### config.mk
export PLATFORM = sky130hd
export DESIGN_NAME = mc_ctrl_fsm_v2
export DESIGN_NICKNAME = d
export VERILOG_FILES = /design/src/rtl/mc_ctrl_fsm_v2.sv
export SDC_FILE = /design/constraint.sdc
export NUM_CORES = 1
export LEC_CHECK = 0
export CORE_ASPECT_RATIO = 0.8
export CORE_MARGIN = 4
export CORE_UTILIZATION = 40
export DETAILED_ROUTE_END_ITERATION = 10
export DONT_BUFFER_PORTS = 1
export PLACE_DENSITY = 0.55
export SLEW_MARGIN = 40
export SYNTH_ARGS = -nofsm -noshare
export SYNTH_HDL_FRONTEND = slang
export SYNTH_SLANG_ARGS = --single-unit
### constraint.sdc
create_clock -name clk -period 5.71 [get_ports clk]
set_input_delay 1.4275 -clock clk [delete_from_list [all_inputs] [get_ports clk]]
set_output_delay 1.4275 -clock clk [all_outputs]
set_load 0.03 [all_outputs]
### src/rtl/mc_ctrl_fsm_v2.sv
// ---------------------------------------------------------------------------
// mc_ctrl_fsm_v2
//
// Multicycle control FSM that sits between the instruction register and the
// datapath (muxes, PC, register file, memory). Memory accesses use a
// request/ready handshake with wait states, and a wait-state timeout. HALT and
// TRAP are sticky terminal states that only rst leaves.
//
// Parameters:
//   MEM_TIMEOUT  max consecutive not-ready cycles in a memory wait state
//                (0 disables the timeout)
//   TO_W         width of the wait counter (MEM_TIMEOUT < 2**TO_W)
//   HALT_OP      opcode that enters HALT
//   PERF_W       width of the performance counters
//
// Optional build macro:
//   CU_PERF_CNT_EN  builds the retired / stall_cyc performance counters;
//                   when undefined both outputs are constant 0.
//
// Ports:
//   clk, rst          clock, synchronous active-high reset
//   op, funct         opcode [31:26] and funct [5:0] from the IR
//   mem_ready         memory completes the current request this cycle
//   mem_req           memory request valid
//   PCWriteCond, PCWrite, PCSource       PC update controls
//   MemRead, MemWrite                    memory controls
//   Mem2Reg, IRWrite, RegDst, RegWrite   register file / IR controls
//   ALU_A, ALU_B, ALUCtrlOp              ALU operand and operation selects
//   halted, trap, trap_cause             terminal state status
//   state_o                              current state encoding (debug)
//   retired, stall_cyc                   performance counters
// ---------------------------------------------------------------------------
module mc_ctrl_fsm_v2 #(
   parameter int unsigned MEM_TIMEOUT = 16,
   parameter int unsigned TO_W        = 8,
   parameter logic [5:0]  HALT_OP     = 6'b111111,
   parameter int unsigned PERF_W      = 32
) (
   input  logic              clk,
   input  logic              rst,
   input  logic [5:0]        op,
   input  logic [5:0]        funct,
   input  logic              mem_ready,
   output logic              mem_req,
   output logic              PCWriteCond,
   output logic              PCWrite,
   output logic [1:0]        PCSource,
   output logic              MemRead,
   output logic              MemWrite,
   output logic [1:0]        Mem2Reg,
   output logic              IRWrite,
   output logic [1:0]        RegDst,
   output logic              RegWrite,
   output logic [1:0]        ALU_A,
   output logic [1:0]        ALU_B,
   output logic [1:0]        ALUCtrlOp,
   output logic              halted,
   output logic              trap,
   output logic [1:0]        trap_cause,
   output logic [3:0]        state_o,
   output logic [PERF_W-1:0] retired,
   output logic [PERF_W-1:0] stall_cyc
);

   typedef enum logic [3:0] {
      S_FETCH    = 4'd0,
      S_DECODE   = 4'd1,
      S_MEM_ADDR = 4'd2,
      S_MEM_RD   = 4'd3,
      S_MEM_WB   = 4'd4,
      S_MEM_WR   = 4'd5,
      S_R_EXE    = 4'd6,
      S_R_WB     = 4'd7,
      S_BRANCH   = 4'd8,
      S_JUMP     = 4'd9,
      S_I_EXE    = 4'd10,
      S_I_WB     = 4'd11,
      S_HALT     = 4'd12,
      S_TRAP     = 4'd13
   } state_t;

   state_t            state_q, state_d;
   logic [TO_W-1:0]   wait_q, wait_d;
   logic [1:0]        cause_q, cause_d;

   logic isRtype, isJr, isItype, isLoad, isStore, isBranch, isJump;
   logic waitState, timeoutHit;

   assign isRtype  = (op == 6'h00);
   assign isJr     = isRtype && ((funct == 6'h08) || (funct == 6'h09));
   assign isItype  = (op inside {[6'h08:6'h0F]});
   assign isLoad   = (op inside {6'h20, 6'h21, 6'h23, 6'h24, 6'h25});
   assign isStore  = (op inside {6'h28, 6'h29, 6'h2B});
   assign isBranch = (op inside {6'h01, [6'h04:6'h07]});
   assign isJump   = (op inside {6'h02, 6'h03});

   // The timeout fires on the cycle the counter already holds MEM_TIMEOUT-1
   // not-ready cycles and this one is not ready either, so a wait state lasts
   // at most MEM_TIMEOUT cycles. A ready in that same cycle completes normally.
   assign waitState  = (state_q == S_FETCH) || (state_q == S_MEM_RD) || (state_q == S_MEM_WR);
   assign timeoutHit = (MEM_TIMEOUT != 0) && waitState && !mem_ready &&
                       (wait_q == TO_W'(MEM_TIMEOUT - 1));

   // Next-state and trap cause selection.
   always_comb begin
      state_d = state_q;
      cause_d = cause_q;
      case (state_q)
         S_FETCH: begin
            if (mem_ready) begin
               state_d = S_DECODE;
            end else if (timeoutHit) begin
               state_d = S_TRAP;
               cause_d = 2'b10;
            end
         end
         S_DECODE: begin
            if (op == HALT_OP)              state_d = S_HALT;
            else if (isRtype)               state_d = isJr ? S_JUMP : S_R_EXE;
            else if (isItype)               state_d = S_I_EXE;
            else if (isLoad || isStore)     state_d = S_MEM_ADDR;
            else if (isBranch)              state_d = S_BRANCH;
            else if (isJump)                state_d = S_JUMP;
            else begin
               state_d = S_TRAP;
               cause_d = 2'b01;
            end
         end
         S_MEM_ADDR: state_d = isStore ? S_MEM_WR : S_MEM_RD;
         S_MEM_RD, S_MEM_WR: begin
            if (mem_ready) begin
               state_d = (state_q == S_MEM_RD) ? S_MEM_WB : S_FETCH;
            end else if (timeoutHit) begin
               state_d = S_TRAP;
               cause_d = 2'b10;
            end
         end
         S_R_EXE:  state_d = S_R_WB;
         S_I_EXE:  state_d = S_I_WB;
         S_MEM_WB, S_R_WB, S_I_WB, S_BRANCH, S_JUMP: state_d = S_FETCH;
         S_HALT, S_TRAP: state_d = state_q;
         default:  state_d = S_FETCH;
      endcase
   end

   // Wait counter counts consecutive not-ready cycles while staying in the
   // same wait state; any ready or state change clears it.
   always_comb begin
      wait_d = '0;
      if (waitState && !mem_ready && (state_d == state_q)) begin
         wait_d = wait_q + TO_W'(1);
      end
   end

   // State, wait counter and trap cause registers.
   always_ff @(posedge clk) begin
      if (rst) begin
         state_q <= S_FETCH;
         wait_q  <= '0;
         cause_q <= 2'b00;
      end else begin
         state_q <= state_d;
         wait_q  <= wait_d;
         cause_q <= cause_d;
      end
   end

   // Control outputs decoded from the current state; everything is forced
   // low while rst is held so the datapath sees no spurious writes.
   always_comb begin
      mem_req     = 1'b0;
      PCWriteCond = 1'b0;
      PCWrite     = 1'b0;
      PCSource    = 2'b00;
      MemRead     = 1'b0;
      MemWrite    = 1'b0;
      Mem2Reg     = 2'b00;
      IRWrite     = 1'b0;
      RegDst      = 2'b00;
      RegWrite    = 1'b0;
      ALU_A       = 2'b00;
      ALU_B       = 2'b00;
      ALUCtrlOp   = 2'b00;
      halted      = 1'b0;
      trap        = 1'b0;
      if (!rst) begin
         case (state_q)
            S_FETCH: begin
               mem_req = 1'b1;
               MemRead = 1'b1;
               ALU_B   = 2'b01;
               if (mem_ready) begin
                  IRWrite = 1'b1;
                  PCWrite = 1'b1;
               end
            end
            S_DECODE: ALU_B = 2'b11;
            S_MEM_ADDR: begin
               ALU_A = 2'b01;
               ALU_B = 2'b10;
            end
            S_MEM_RD: begin
               mem_req = 1'b1;
               MemRead = 1'b1;
               ALU_A   = 2'b01;
               ALU_B   = 2'b10;
            end
            S_MEM_WB: begin
               RegWrite = 1'b1;
               Mem2Reg  = 2'b01;
            end
            S_MEM_WR: begin
               mem_req  = 1'b1;
               MemWrite = 1'b1;
               ALU_A    = 2'b01;
               ALU_B    = 2'b10;
            end
            S_R_EXE: begin
               ALUCtrlOp = 2'b10;
               ALU_A     = (funct inside {6'h00, 6'h02, 6'h03}) ? 2'b10 : 2'b01;
            end
            S_R_WB: begin
               RegWrite = 1'b1;
               RegDst   = 2'b01;
            end
            S_I_EXE: begin
               ALU_A     = 2'b01;
               ALU_B     = 2'b10;
               ALUCtrlOp = 2'b11;
            end
            S_I_WB: RegWrite = 1'b1;
            S_BRANCH: begin
               PCWriteCond = 1'b1;
               ALU_B       = 2'b11;
            end
            S_JUMP: begin
               PCWrite  = 1'b1;
               PCSource = isRtype ? 2'b11 : 2'b10;
               if (op == 6'h03) begin
                  RegWrite = 1'b1;
                  Mem2Reg  = 2'b10;
                  RegDst   = 2'b10;
               end else if (isRtype && (funct == 6'h09)) begin
                  RegWrite = 1'b1;
                  Mem2Reg  = 2'b10;
                  RegDst   = 2'b01;
               end
            end
            S_HALT:  halted = 1'b1;
            S_TRAP:  trap   = 1'b1;
            default: ;
         endcase
      end
   end

   assign state_o    = rst ? 4'd0 : state_q;
   assign trap_cause = rst ? 2'b00 : cause_q;

`ifdef CU_PERF_CNT_EN
   logic [PERF_W-1:0] retired_q, stall_q;
   logic              retireEvt;

   // An instruction retires when a completing state hands back to FETCH.
   assign retireEvt = (state_q inside {S_MEM_WB, S_MEM_WR, S_R_WB, S_I_WB, S_BRANCH, S_JUMP}) &&
                      (state_d == S_FETCH);

   // Counters wrap naturally; no events occur in HALT/TRAP so they freeze there.
   always_ff @(posedge clk) begin
      if (rst) begin
         retired_q <= '0;
         stall_q   <= '0;
      end else begin
         if (retireEvt)             retired_q <= retired_q + PERF_W'(1);
         if (mem_req && !mem_ready) stall_q   <= stall_q + PERF_W'(1);
      end
   end

   assign retired   = rst ? '0 : retired_q;
   assign stall_cyc = rst ? '0 : stall_q;
`else
   assign retired   = '0;
   assign stall_cyc = '0;
`endif

endmodule

==> results of run 1 <==
==> stage by stage <==
| step | area [um2] | power, mW | instances | setup WS [ns] | hold slack [ns] |
|---|---|---|---|---|---|
| 2_1_floorplan | 2111 | 0.3172 | 310 | 1.148 | 0.4206 |
| 3_3_place_gp | 1657 | 0.2916 | 291 | 1.534 | 0.4429 |
| 3_5_place_dp | 1684 | 0.2947 | 291 | 1.526 | 0.4473 |
| 4_1_cts | 1725 | 0.3745 | 294 | 1.521 | 0.4553 |
| 5_1_grt | 1727 | 0.3964 | 294 | 1.431 | 0.5053 |
| 6_report | 1727 | 0.3733 | 294 | 1.532 | 0.4540 |
==> worst reg2reg max path, cell delays in order (launching register included) <==
cell      delay [ns]
dfxtp_1         0.76
nand2b_1        0.39
a311oi_2        0.36
o21ai_1         0.16
and3_1          0.21
==> placed cells by master, fill, tap and decap left out, types with 3 or more instances in the layout <==
cell	Yosys	routed
a21oi_1	8	8
a41o_1	3	3
and3_1	5	5
and4_1	3	3
buf_4	66	5
clkbuf_8	0	3
conb_1	1	64
dfxtp_1	14	13
inv_1	7	7
nand2_1	3	3
nand2b_1	10	10
nand3_1	8	8
nor2_1	19	19
nor2b_1	9	9
nor3_1	8	5
nor3_2	1	4
nor4_1	5	5
o21ai_0	3	3
o31ai_1	3	3
xnor2_1	3	3
xor2_1	5	5
==> kinds of logic (layout without fill, tap and decap cells) <==
logic type / Yosys count / in the layout
other cells: 1 / 64
mux: 1 / 1
fa+ha+maj: 1 / 1
buf+inv: 89 / 16
flops: 14 / 14
xor+xnor: 8 / 8
simple gates: 90 / 90
compound gates: 43 / 43
==> final timing paths <==
kind,from,endpoint
worst max-delay path,funct[2],RegDst[0]
worst min-delay path,wait_q[0],wait_q[0]
worst max register to register,state_q[0],cause_q[1]
worst min register to register,wait_q[0],wait_q[0]
==> per-layer routing <==
layer	part of all wire	global-route usage
met5	0	0
met4	0.0080	0.02988
met3	0.12	0.03682
met2	0.39	0.1738
met1	0.48	0.1914
==> cell type report <==
cell class / count / area (um2) / area share
Clock buffer: 3 / 41.29 / 0.02391
Multi-Input combinational cell: 207 / 1265 / 0.7326
Inverter: 8 / 30.03 / 0.01739
Timing Repair Buffer: 5 / 37.54 / 0.02174
Sequential cell: 14 / 281.5 / 0.1630
Tap cell: 57 / 71.32 / 0.04130
==> state kept, by name, summed over array words and instances (netlist names) <==
name,cells
wait_q,8
cause_q,2
state_q,4
==> report_power, final <==
part | switching, mW | internal [mW]
clock | 0.0330 | 0.0466
sequential | 0.0204 | 0.104
combinational | 0.129 | 0.0405
total | 0.182 | 0.191
==> reports/metrics.cfg, run 1 <==
[outcome]
status=complete, no violations

[timing]
grt_setup_unrepaired=no
max_freq_mhz=239.3
period_minus_slack_ns=4.178
slew_headroom=0.4410
setup-tns-final_ns=0
slew_violations=0
hold_viol_final=0
worstMarginPinSlew_ns=0.8364
setup_viol_count_final=0
finClkSkew_ns=0.004641
timing.final.crit_share=0.7317

[global_routing]
grt_overflow=0
grt_pass1_vias=1246
grt_pass1_wl_um=6327
gr-usage-all-layers=0.1267
antenna_found_initial=0
grt_start_max_net_pins=27

[route]
ant_nets=0
detail_route.wl_per_cell_um=13.26
drt-initial-drc-count=87
drtPass1Iterations=4
viasPerCell=4.997
drc=0
vias=1469
totalWireLength_um=3899

[critical_path]
endpoint_kind=output pin
worstPathCellList=nor3_2 -> and4_1 -> nand4_1 -> a21boi_1
path_max_fanout=6
reg2reg_slack_ns=3.74
critical-path-top-delay-family=simple AND/OR/NAND/NOR gates
slowest_stage=a21boi_1
crit_arrival_ns=2.75
critPathBufInv=0
max_stage_delay_ns=0.54
critical_path_required_ns=4.28
crit_cells=4
reg2reg_depth=4
crit_path_start_kind=primary input
worstSetupPathType=in -> out

[place]
detailed_place_hpwl_um=3031
portBuffers=0
gp_congestion=0.8522

[die]
fp.coreArea_um2=4362
die_h_um=69.23
initial_core_util=0.4297
num_io_pins=106
die_x_um=84.53
num_rows=21
dieArea_um2=5852

[cts]
cts-htree-levels=1
cts_root_buf=clkbuf_8
insertion_delay_ns=0.24
ctsHoldBuffers=0
clk_pin_slew_ns=0.05
cts_tree=done
ctsResizeCount=0
cts_buffers=3
clock_path_buffers=2
clock_sinks=14
postCtsSetupRepairBufs=0

[logic_synthesis]
synth_xor_area_frac=0.03738
synth_fa_ha_area_frac=0.006676
ys.flop_type=dfxtp_1
syn_area_per_cell_um2=7.588
synth_edf_count=0
synth.top_cells.by_area=buf_4 26%, dfxtp_1 15%, nor2_1 3.8%
yosys.area_share.simple=0.2951
synth_mux_area_frac=0.01202
synth_cell_types=60
synthCells=247
postSynth.asyncResetShare=0
synth_area_um2=1874
ys_warn_count=0
ys_ff_latch=14
synth_top_family_by_area=buffers and inverters
synth_compound_area_frac=0.1776
yosys.area.top_type_share=0.2644
ys_seq_area_frac=0.1495
yosysMostFrequentCell=buf_4
yosys-top-cells-count=66 x buf_4, 19 x nor2_1, 14 x dfxtp_1, 10 x nand2b_1, 9 x nor2b_1
yosysTopAreaCell=buf_4

[cells_and_area]
fillers=452
num_antenna_cells=0
nNetsFinal=255
area_delta_synth_final_pct=-7.877
final_util=0.3959
layout-drive-gt1-share=0.1139

[pwr]
p_leak_nw=0.6895
power_density_nw_per_um2=216.2
irDropWorstVdd_mv=0.07072

[worst_hold_path]
hold_class=reg -> reg
hold_depth=1

[flow_run]
maxCapViolCount=0

No activity file was read; power rests on OpenSTA's default activity.
==> run 2, diff against run 1 <==
--- a/config.mk
+++ b/config.mk
@@ -10,7 +10,7 @@
 export CORE_UTILIZATION = 40
 export DETAILED_ROUTE_END_ITERATION = 10
 export DONT_BUFFER_PORTS = 1
-export PLACE_DENSITY = 0.55
+export PLACE_DENSITY = 0.57
 export SLEW_MARGIN = 40
 export SYNTH_ARGS = -nofsm -noshare
 export SYNTH_HDL_FRONTEND = slang
==> constraint.sdc (replaced) <==
create_clock -name clk -period 3.51 [get_ports clk]
set_input_delay 0.8775 -clock clk [delete_from_list [all_inputs] [get_ports clk]]
set_output_delay 0.8775 -clock clk [all_outputs]
set_load 0.03 [all_outputs]
==> run 2 against run 1 <==
Against the previous run: combinational power is 85% higher; largest cell class unchanged; first-iteration DRC count is 8.0% lower; critical path type unchanged; hold slack better by 0.0090 ns; clock-buffer cell count is 1 higher; sequential share of layout area is 0.98 points lower; critical endpoint is now Mem2Reg[1]; die area stayed put; largest power group unchanged; via count is 3.5% higher; cell count is 5.1% higher.
==> reports/metrics.cfg, run 2 (synthesized netlist as in run 1, its figures left out) <==
[cts]
postCtsSetupRepairBufs=0  ; unchanged
ctsHoldBuffers=0  ; unchanged
insertion_delay_ns=0.25  ; was 0.24 ns
cts_tree=done  ; unchanged
ctsResizeCount=0  ; unchanged
clock_path_buffers=2  ; unchanged
cts_root_buf=clkbuf_8  ; unchanged
clock_sinks=14  ; unchanged
cts-htree-levels=1  ; unchanged
clk_pin_slew_ns=0.05  ; about the same
cts_buffers=3  ; unchanged

[cells_and_area]
layout-drive-gt1-share=0.1508  ; was 0.1139
area_delta_synth_final_pct=-2.403  ; was -7.877%
nNetsFinal=269  ; was 255
mostFrequentLayoutCells=64 x conb_1, 19 x nor2_1, 19 x buf_4  ; was 64 x conb_1, 19 x nor2_1, 13 x dfxtp_1
mostFrequentLayoutCell=conb_1  ; unchanged
num_antenna_cells=0  ; unchanged
largest_register_ffs=8  ; unchanged
final_util=0.4194  ; was 0.3959
regMostFlops=wait_q  ; unchanged
largestRegisters=wait_q x8, state_q x4, cause_q x2  ; unchanged

[critical_path]
slowest_stage=nor2_1  ; was a21boi_1
critPathBufInv=0  ; unchanged
worstSetupStartpoint=op[2]  ; was funct[2]
crit_arrival_ns=2.08  ; was 2.75 ns
reg2reg_depth=4  ; unchanged
worstSetupPathType=in -> out  ; unchanged
reg2reg_slack_ns=1.90  ; was 3.74 ns
crit_path_start_kind=primary input  ; unchanged
timing.rr.end=cause_q[1]  ; unchanged
r2r_start=state_q[3]  ; was state_q[0]
path_max_fanout=10  ; was 6
critical_path_required_ns=2.63  ; was 4.28 ns
critical-path-top-delay-family=simple AND/OR/NAND/NOR gates  ; unchanged
max_stage_delay_ns=0.44  ; was 0.54 ns
worstPathCellList=nor4_2 -> and4_1 -> a21boi_1 -> nor2_1  ; was nor3_2 -> and4_1 -> nand4_1 -> a21boi_1
endpoint_kind=output pin  ; unchanged

[place]
dpl_worst_slack_ns=0.5663  ; was 1.526 ns
detailed_place_hpwl_um=3216  ; was 3031 um
portBuffers=0  ; unchanged
gp_congestion=0.8081  ; was 0.8522

[global_routing]
grt_pass1_vias=1293  ; was 1246
antenna_found_initial=0  ; unchanged
grt_overflow=0  ; unchanged
grt_pass1_wl_um=6486  ; was 6327 um
grt_start_max_net_pins=27  ; unchanged
gr-usage-all-layers=0.1314  ; was 0.1267

[die]
initial_core_util=0.4297  ; unchanged
fp.coreArea_um2=4362  ; unchanged
die_x_um=84.53  ; unchanged
num_io_pins=106  ; unchanged
num_rows=21  ; unchanged
die_h_um=69.23  ; unchanged
dieArea_um2=5852  ; unchanged

[timing]
grt_setup_unrepaired=no  ; unchanged
setup_viol_count_final=0  ; unchanged
finClkSkew_ns=0.005853  ; was 0.004641 ns
slew_violations=0  ; unchanged
period_minus_slack_ns=2.961
worstMarginPinSlew_ns=0.5977  ; was 0.8364 ns
worst_slack_ns=0.5488  ; was 1.532 ns
hold_viol_final=0  ; unchanged
slew_headroom=0.6007  ; was 0.4410
setup-tns-final_ns=0  ; unchanged
max_freq_mhz=337.7
hold_ws_ns=0.4630  ; was 0.4540 ns
timing.final.crit_share=0.8436

[pwr]
power_density_nw_per_um2=357.0  ; was 216.2 nW/um2
p_sw_mw=0.3038  ; was 0.1823 mW
p_int_mw=0.3493  ; was 0.1910 mW
p_leak_nw=0.7694  ; was 0.6895 nW
irDropWorstVdd_mv=0.1864  ; was 0.07072 mV
switching_share=0.4652  ; was 0.4883
seq_power_share=0.283  ; was 0.333
p_comb_frac=0.478  ; was 0.454
p_clk_frac=0.239  ; was 0.213

[route]
totalWireLength_um=4129  ; was 3899 um
viasPerCell=4.922  ; was 4.997
vias=1521  ; was 1469
detail_route.wl_per_cell_um=13.36  ; was 13.26 um
drc=0  ; unchanged
ant_nets=0  ; unchanged
drtPass1Iterations=4  ; unchanged
drt-initial-drc-count=80  ; was 87

[outcome]
status=complete, no violations  ; unchanged

[worst_hold_path]
hold_class=reg -> reg  ; unchanged
hp-start=wait_q[0]  ; unchanged
hold_depth=1  ; unchanged
hold_end=wait_q[0]  ; unchanged

[flow_run]
maxCapViolCount=0  ; unchanged

run 2: cell count changes in the layout (fill, tap and decap cells not counted):
cell      delta
nor3_1       +3
dfxtp_1      +1
buf_4       +14
nor3_2       -3
clkbuf_8     +1
dfxtp_2      -1
run 2: power by group through the flow:
stage | clock [mW] | combinational, mW | sequential, mW
3_5_place_dp | 0 | 0.310 | 0.188
2_1_floorplan | 0 | 0.341 | 0.175
4_1_cts | 0.161 | 0.310 | 0.185
5_1_grt | 0.169 | 0.335 | 0.187
3_3_place_gp | 0 | 0.304 | 0.188
6_report | 0.156 | 0.312 | 0.185
run 2: how the worst max path moves through the flow:
stage | endpoint | depth (start not counted)
final | Mem2Reg[1] | 4
after global routing | trap | 5
after CTS | trap | 5
after detailed placement | Mem2Reg[1] | 4
after global placement | Mem2Reg[1] | 4
after floorplan | ALU_B[0] | 2
run 2: metrics by stage:
step / instance area (um2) / std cells / total power [mW]
2_1_floorplan: 2111 / 310 / 0.5161
3_3_place_gp: 1762 / 305 / 0.4920
3_5_place_dp: 1774 / 305 / 0.4979
4_1_cts: 1829 / 309 / 0.6563
5_1_grt: 1829 / 309 / 0.6913
6_report: 1829 / 309 / 0.6530
run 2: worst reg2reg max path, stage by stage (launching register included):
cell and delay, ns:
dfxtp_1 0.46, or2_1 0.35, a311oi_2 0.31, o21ai_1 0.16, and3_1 0.21
run 2: per-layer routing:
layer	part of all wire	wire length, um	vias to the layer above	track usage
met5	0	0	-	0
met4	0.011	46	0	0.04218
met3	0.11	473	5	0.02613
met2	0.41	1704	80	0.1903
met1	0.46	1904	683	0.1930
li1	-	-	753	-
run 2: cell type report:
| type | instances | area (um2) |
|---|---|---|
| Multi-Input combinational cell | 207 | 1250 |
| Fill cell | 471 | 2532 |
| Clock buffer | 4 | 55.05 |
| Timing Repair Buffer | 19 | 142.6 |
| Tap cell | 57 | 71.32 |
| Sequential cell | 14 | 280.3 |
| Inverter | 8 | 30.03 |
==> run 3, diff against run 2 <==
==> constraint.sdc (replaced) <==
create_clock -name clk -period 2.55 [get_ports clk]
set_input_delay 0.6375 -clock clk [delete_from_list [all_inputs] [get_ports clk]]
set_output_delay 0.6375 -clock clk [all_outputs]
set_load 0.03 [all_outputs]
==> run 3 against run 2 <==
Against the previous run: cell count is 2.9% higher; clock-buffer cell count stayed put; core utilization is 2.2 points higher; setup slack worse by 0.44 ns; critical path type unchanged; critical endpoint is now RegDst[0]; largest power group unchanged.
==> reports/metrics.cfg, run 3 (synthesized netlist as in run 1, its figures left out) <==
[outcome]
status=complete, no violations  ; unchanged

[place]
gp_congestion=0.8114  ; was 0.8081
placed_cell_area_um2=1868  ; was 1774 um2
detailed_place_hpwl_um=3216  ; about the same
portBuffers=0  ; unchanged

[global_routing]
grt.busiest_layer=met1  ; unchanged
grt_start_max_net_pins=27  ; unchanged
gr-usage-all-layers=0.1278  ; was 0.1314
grtUsageMet2=0.1772  ; was 0.1903
use_met3=0.02494  ; was 0.02613
grt_pass1_vias=1302  ; was 1293
grt_overflow=0  ; unchanged
antenna_found_initial=0  ; unchanged
grt_pass1_wl_um=6306  ; was 6486 um
grt_util_met1=0.1961  ; was 0.1930

[timing]
slew_headroom=0.6088  ; was 0.6007
max_freq_mhz=409.4
slew_violations=0  ; unchanged
setup_viol_count_final=0  ; unchanged
finClkSkew_ns=0.0008389  ; was 0.005853 ns
period_minus_slack_ns=2.443
grt_setup_unrepaired=no  ; unchanged
timing.final.crit_share=0.9579
hold_viol_final=0  ; unchanged
worstMarginPinSlew_ns=0.5856  ; was 0.5977 ns

[worst_hold_path]
hold_class=reg -> reg  ; unchanged
hold_depth=1  ; unchanged

[die]
die_h_um=69.23  ; unchanged
die_x_um=84.53  ; unchanged
fp.coreArea_um2=4362  ; unchanged
num_rows=21  ; unchanged
dieArea_um2=5852  ; unchanged
initial_core_util=0.4297  ; unchanged
num_io_pins=106  ; unchanged

[cts]
cts_buffers=3  ; unchanged
cts_tree=done  ; unchanged
clock_sinks=14  ; unchanged
postCtsSetupRepairBufs=0  ; unchanged
insertion_delay_ns=0.25  ; about the same
ctsResizeCount=0  ; unchanged
clock_path_buffers=2  ; unchanged
cts-htree-levels=1  ; unchanged
clk_pin_slew_ns=0.06  ; was 0.05 ns
ctsHoldBuffers=0  ; unchanged
cts_root_buf=clkbuf_8  ; unchanged

[cells_and_area]
nNetsFinal=278  ; was 269
num_antenna_cells=0  ; unchanged
largestRegisters=wait_q x8, state_q x4, cause_q x2  ; unchanged
layout-drive-gt1-share=0.1954  ; was 0.1508
fillers=464  ; was 471
mostFrequentLayoutCell=conb_1  ; unchanged
regMostFlops=wait_q  ; unchanged
mostFrequentLayoutCells=64 x conb_1, 26 x buf_4, 18 x nor2_1  ; was 64 x conb_1, 19 x nor2_1, 19 x buf_4
largest_register_ffs=8  ; unchanged
design_area_um2=1923  ; was 1829 um2
final_util=0.4409  ; was 0.4194
area_delta_synth_final_pct=2.603  ; was -2.403%

[route]
drc=0  ; unchanged
drtPass1Iterations=4  ; unchanged
vias=1530  ; was 1521
drt-initial-drc-count=77  ; was 80
ant_nets=0  ; unchanged
detail_route.wl_per_cell_um=12.83  ; was 13.36 um
totalWireLength_um=4080  ; was 4129 um
viasPerCell=4.811  ; was 4.922

[critical_path]
crit_arrival_ns=1.81  ; was 2.08 ns
critical_path_required_ns=1.91  ; was 2.63 ns
path_max_fanout=10  ; unchanged
crit_path_start_kind=primary input  ; unchanged
endpoint_kind=output pin  ; unchanged
reg2reg_depth=4  ; unchanged
worstSetupPathType=in -> out  ; unchanged

[pwr]
total_power_mw=0.9183  ; was 0.6530 mW
p_leak_nw=0.8197  ; was 0.7694 nW
irDropWorstVdd_mv=0.2900  ; was 0.1864 mV
power_density_nw_per_um2=477.5  ; was 357.0 nW/um2

[flow_run]
maxCapViolCount=0  ; unchanged

[run 3: cell count changes in the layout (fill, tap and decap cells not counted), sizes merged]
cell	change
buf	+9
[run 3: per-layer routing]
metal  vias to the layer above  wire, um
li1                        766         -
met1                       679      2005
met2                        80      1544
met3                         5       487
met4                         0        43
met5                         -         0
[run 3: worst paths after layout]
kind / startpoint / endpoint / slack [ns]
max: op[2] / RegDst[0] / 0.11
min: wait_q[0] / wait_q[0] / 0.45
max reg2reg: state_q[0] / wait_q[4] / 0.97
min reg2reg: wait_q[0] / wait_q[0] / 0.45
[run 3: worst max-delay path: stages]
cell and delay [ns]:
nor4_2 0.40, and4_1 0.28, nand4_1 0.12, a21boi_2 0.37
[run 3: power breakdown]
group | total, mW | switching (mW) | internal, mW
combinational | 0.451 | 0.323 | 0.128
clock | 0.220 | 0.0828 | 0.137
sequential | 0.247 | 0.0151 | 0.232
[run 3: stage by stage]
stage,setup TNS (ns),worst slack [ns],hold WS [ns],instances
2_1_floorplan,-0.2522,-0.07342,0.4206,310
3_3_place_gp,0,0.1241,0.4398,314
3_5_place_dp,0,0.1144,0.4478,314
4_1_cts,0,0.1108,0.4474,318
5_1_grt,0,0.06466,0.4517,318
6_report,0,0.1073,0.4514,318
[run 3: layout make-up]
| type | count | area, um2 | area share |
|---|---|---|---|
| inverter | 8 | 30.03 | 0.01561 |
| tap | 57 | 71.32 | 0.03709 |
| sequential | 14 | 280.3 | 0.1457 |
| multi-input combinational | 207 | 1266 | 0.6584 |
| clock buffer | 4 | 55.05 | 0.02863 |
| timing repair buffer | 28 | 220.2 | 0.1145 |
